File: src/rtl/mips_store_monitor.sv
// ============================================================================
// Module   : mips_store_monitor
// Purpose  : Logs committed stores from the MIPS Lite core into a FIFO and
//            decides self-test pass/fail (pass-address store or timeout).
// Revision : 1.0 - initial release
// ============================================================================
`default_nettype none

module mips_store_monitor #(
    parameter int          DEPTH     = 8,
    parameter logic [31:0] PASS_ADDR = 32'd84,
    parameter logic [31:0] PASS_DATA = 32'd7,
    parameter int          TIMEOUT   = 1000
) (
    input  logic        clk,
    input  logic        reset,
    input  logic        memwrite,
    input  logic [31:0] dataadr,
    input  logic [31:0] writedata,
    input  logic        log_ready,
    output logic        log_valid,
    output logic [31:0] log_addr,
    output logic [31:0] log_data,
    output logic [15:0] store_count,
    output logic        overflow,
    output logic        pass,
    output logic        fail
);

    localparam int          AW       = $clog2(DEPTH);
    localparam logic [15:0] CYC_LAST = 16'(TIMEOUT - 1);

    typedef enum logic [1:0] {
        S_RUN  = 2'd0,
        S_PASS = 2'd1,
        S_FAIL = 2'd2
    } state_t;

    state_t      state;
    state_t      state_nxt;
    logic [15:0] cyc;
    logic [AW:0] wr_ptr;
    logic [AW:0] rd_ptr;
    logic [31:0] mem_addr [DEPTH];
    logic [31:0] mem_data [DEPTH];

    logic store;
    logic empty;
    logic full;
    logic do_pop;
    logic do_push;

    assign store   = memwrite && (state == S_RUN);
    assign empty   = (wr_ptr == rd_ptr);
    assign full    = (wr_ptr[AW-1:0] == rd_ptr[AW-1:0]) && (wr_ptr[AW] != rd_ptr[AW]);
    assign do_pop  = !empty && log_ready;
    // A pop on the same edge frees the slot, so a full FIFO still accepts the push.
    assign do_push = store && (!full || do_pop);

    assign log_valid = !empty;
    assign log_addr  = empty ? 32'd0 : mem_addr[rd_ptr[AW-1:0]];
    assign log_data  = empty ? 32'd0 : mem_data[rd_ptr[AW-1:0]];
    assign pass      = (state == S_PASS);
    assign fail      = (state == S_FAIL);

    // The pass-address store takes priority over a coincident timeout.
    always_comb begin
        state_nxt = state;
        if (state == S_RUN) begin
            if (store && (dataadr == PASS_ADDR)) begin
                state_nxt = (writedata == PASS_DATA) ? S_PASS : S_FAIL;
            end else if (cyc == CYC_LAST) begin
                state_nxt = S_FAIL;
            end
        end
    end

    always_ff @(posedge clk or negedge reset) begin
        if (!reset) begin
            state       <= S_RUN;
            cyc         <= 16'd0;
            store_count <= 16'd0;
            overflow    <= 1'b0;
            wr_ptr      <= '0;
            rd_ptr      <= '0;
        end else begin
            state <= state_nxt;
            if (state == S_RUN) begin
                cyc <= cyc + 16'd1;
            end
            if (store && (store_count != 16'hFFFF)) begin
                store_count <= store_count + 16'd1;
            end
            if (store && !do_push) begin
                overflow <= 1'b1;
            end
            if (do_push) begin
                wr_ptr <= wr_ptr + 1'b1;
            end
            if (do_pop) begin
                rd_ptr <= rd_ptr + 1'b1;
            end
        end
    end

    // Storage needs no reset: entries are only visible behind the pointers.
    always_ff @(posedge clk) begin
        if (do_push) begin
            mem_addr[wr_ptr[AW-1:0]] <= dataadr;
            mem_data[wr_ptr[AW-1:0]] <= writedata;
        end
    end

endmodule

`default_nettype wire

File: config.mk
export PLATFORM = sky130hd
export DESIGN_NAME = mips_store_monitor
export DESIGN_NICKNAME = d
export VERILOG_FILES = /design/src/rtl/mips_store_monitor.sv
export SDC_FILE = /design/constraint.sdc
export NUM_CORES = 1
export LEC_CHECK = 0
export CAP_MARGIN = 30
export CORE_MARGIN = 4
export CORE_UTILIZATION = 56
export CTS_CLUSTER_SIZE = 20
export DETAILED_ROUTE_END_ITERATION = 10
export GPL_ROUTABILITY_DRIVEN = 0
export MAX_ROUTING_LAYER = met4
export PLACE_DENSITY = 0.76
export SYNTH_ARGS = -nofsm -noshare
export SYNTH_HDL_FRONTEND = slang
export SYNTH_SLANG_ARGS = --single-unit
File: constraint.sdc
create_clock -name clk -period 10.6 [get_ports clk]
set_clock_uncertainty 0.2 [all_clocks]
set_input_delay 3.18 -clock clk [delete_from_list [all_inputs] [get_ports clk]]
set_output_delay 3.18 -clock clk [all_outputs]
set_load 0.02 [all_outputs]
==> flow_summary.ini <==
[outcome]
status = finished clean

[worst_setup_path]
cp-start-kind = flip-flop
worst_ep_arrival_time_ns = 3.71
cp-end-kind = primary output
r2r.worst_path.cells = 5
critPathMaxFanout = 104
required_ns = 7.22
path_class = reg -> out

[clocking]
cts_buffers = 53
cts.sinks = 555
cts_root_buffer = clkbuf_16
clk_latency_ns = 0.58
cts_resized = 0
postCtsSetupBuffers = 0
cts_max_level = 2
clockBufferDepth = 3
hold_buffers = 0
path_clk_slew_ns = 0.06
cts_tree = yes

[yosys]
synthMuxAreaShare_pct = 16.6
yosysSeqAreaShare_pct = 76.3
avgSynthCellArea_sq_um = 21.2
synthArstFlopShare_pct = 7.75
synth_adder_area_share_pct = 0.232
synth_enable_flop_cells = 512
syn_area_sq_mm = 0.0216
synth_top_family_by_area = multiplexers
ys_seq_elements = 555
syn_inst = 1017
yosysUniqueCellTypes = 40
yosys.area.top_type = edfxtp_1
synth_xor_area_share_pct = 1.63
synth_nets = 1089
ys_warn_count = 0
synthFlopType = edfxtp_1
synth_top_area_share_pct = 71.3
synth_compound_area_share_pct = 0.313
synthSimpleGateAreaFrac_pct = 3.94
yosys-top-cells-area = edfxtp_1 71%, mux4_2 13%, dfrtp_1 5.0%

[detailed_routing]
drc = 0
wire_per_inst_um = 24.5
dr.pass1.iters = 5
wl_mm = 43.1
drt_iter0_markers = 928
vias_per_cell = 5.93
final_antenna_net_count = 0
vias = 10400

[hold_path]
min_path_type = reg -> reg
hold_depth = 1

[grt]
grt_overflow = 0
grt_max_degree = 105
antenna_found_initial = 3
grt_pass1_wl_mm = 67.0
grt_pass1_vias = 11100
grt_util_all_layers_pct = 21.8

[place]
portBuffers = 151
hpwl_mm = 23.7
dp_cells = 1652
pre_cts_ws_ns = 3.79

[power_and_ir_drop]
powerDensity_mw_per_mm2 = 242
vdd_drop_max_uv = 205
p_leak_uw = 0.00842

[sta]
fin_crit_sh_pct = 66.8
whs_ns = 0.267
relSlewSlack_pct = 34.0
fin_tns_setup_ns = 0
worst_pin_slew_ns = 0.990
grt_setup_unrepaired = no
setup_violations = 0
max_freq_mhz = 141
period_needed_ns = 7.09
hold_violations = 0
finalWorstSetupSlack_ns = 3.51
drv_slew = 0

[layout]
final_nets = 1270
area_delta_synth_final_pct = 18.0
fin_util_pct = 67.2
drive_gt1_share_pct = 19.6
fin_cells = 1757

[floorplanning]
die_h_um = 204
std_cell_rows = 71
placeableCoreArea_sq_mm = 0.0378
die_x_um = 204
pin_count = 152
start_util_pct = 57.0
die_area_sq_mm = 0.0417

[flow_run]
drv_cap = 0
==> final cells by class <==
type | instances | area [sq um]
flip-flops and latches | 555 | 16500
clock inverters | 33 | 223
clock buffers | 66 | 1420
inverters | 2 | 7.51
diodes | 4 | 10.0
fillers | 2435 | 12400
repair buffers | 173 | 1750
multi-input cells | 413 | 4930
well taps | 511 | 639
==> routing by layer <==
metal  GRT usage, %  up-vias  wire length (um)
li1               -     4542                 -
met1           30.6     5483             18100
met2           33.8      333             21300
met3           4.73       67              2870
met4           5.31        0               811
met5              -        -                 0
==> cell usage in the layout (no fill, tap or decap), types with 3 or more instances in the layout <==
cell type / count
edfxtp_1: 512
clkdlybuf4s50_1: 150
mux4_2: 128
nor2_1: 74
mux2i_1: 64
clkbuf_16: 55
dfrtp_1: 40
xnor2_1: 25
clkinv_1: 21
nand2_1: 18
buf_4: 17
xor2_1: 15
nor4_1: 15
nand3_1: 13
nand4_1: 13
clkbuf_1: 11
clkinv_2: 6
diode_2: 4
nor3_1: 4
nor3b_2: 4
mux2_2: 4
ha_1: 4
nor3_2: 3
bufinv_16: 3
buf_12: 3
dfrtp_4: 3
==> where the power goes <==
group | total (uW) | switching (uW) | internal (uW)
Clock | 1780 | 765 | 1020
Combinational | 1890 | 933 | 957
Sequential | 2480 | 78.3 | 2400
Total | 6150 | 1780 | 4370
==> sequential cells by signal, summed over array words and instances, names as in the netlist <==
signal       count
store_count     16
rd_ptr           4
overflow         1
state            2
mem_addr       256
mem_data       256
wr_ptr           4
cyc             16
==> cells by family (layout without fill, tap and decap cells) <==
logic type                 after synthesis  in the layout
DFF                                    555            555
muxes                                  196            196
and+or+nand+nor                        167            167
buffers and inverters                   49            274
xor gates and xnor gates                40             40
AOI/OAI and AO/OA                        6              6
adders and majority gates                4              4
other                                    0              4
==> final timing paths <==
path,from,to,slack (ns)
min in group asynchronous,reset,store_count[7],2.29
worst max-delay path,rd_ptr[0],log_addr[24],3.51
worst min-delay path,cyc[15],cyc[15],0.27
worst min register to register,cyc[15],cyc[15],0.27
max in group asynchronous,reset,rd_ptr[2],7.44
worst max register to register,rd_ptr[2],mem_data[7][25],7.08
==> synth_stat cells (6+ instances only) <==
cell type  number
edfxtp_1      512
mux4_2        128
nor2_1         75
mux2i_1        64
dfrtp_1        43
buf_2          28
xnor2_1        25
nand2_1        18
nor4_1         15
xor2_1         15
clkbuf_1       13
nand3_1        13
nand4_1        13
buf_1           6
nor3_1          6
==> worst max-delay path, stage by stage, from the launching register on <==
cell and delay, ns:
dfrtp_4 0.79, buf_12 0.64, mux4_2 0.59, mux2i_1 0.28, nor2_1 0.07, clkdlybuf4s50_1 0.56
==> stage by stage <==
step	total power [uW]	instance area (sq um)
6_report	6150	25400
4_1_cts	6220	25400
5_1_grt	6430	25400
3_5_place_dp	4440	23700
3_3_place_gp	4430	23700
2_1_floorplan	3720	21600
No activity file was read; power rests on OpenSTA's default activity.
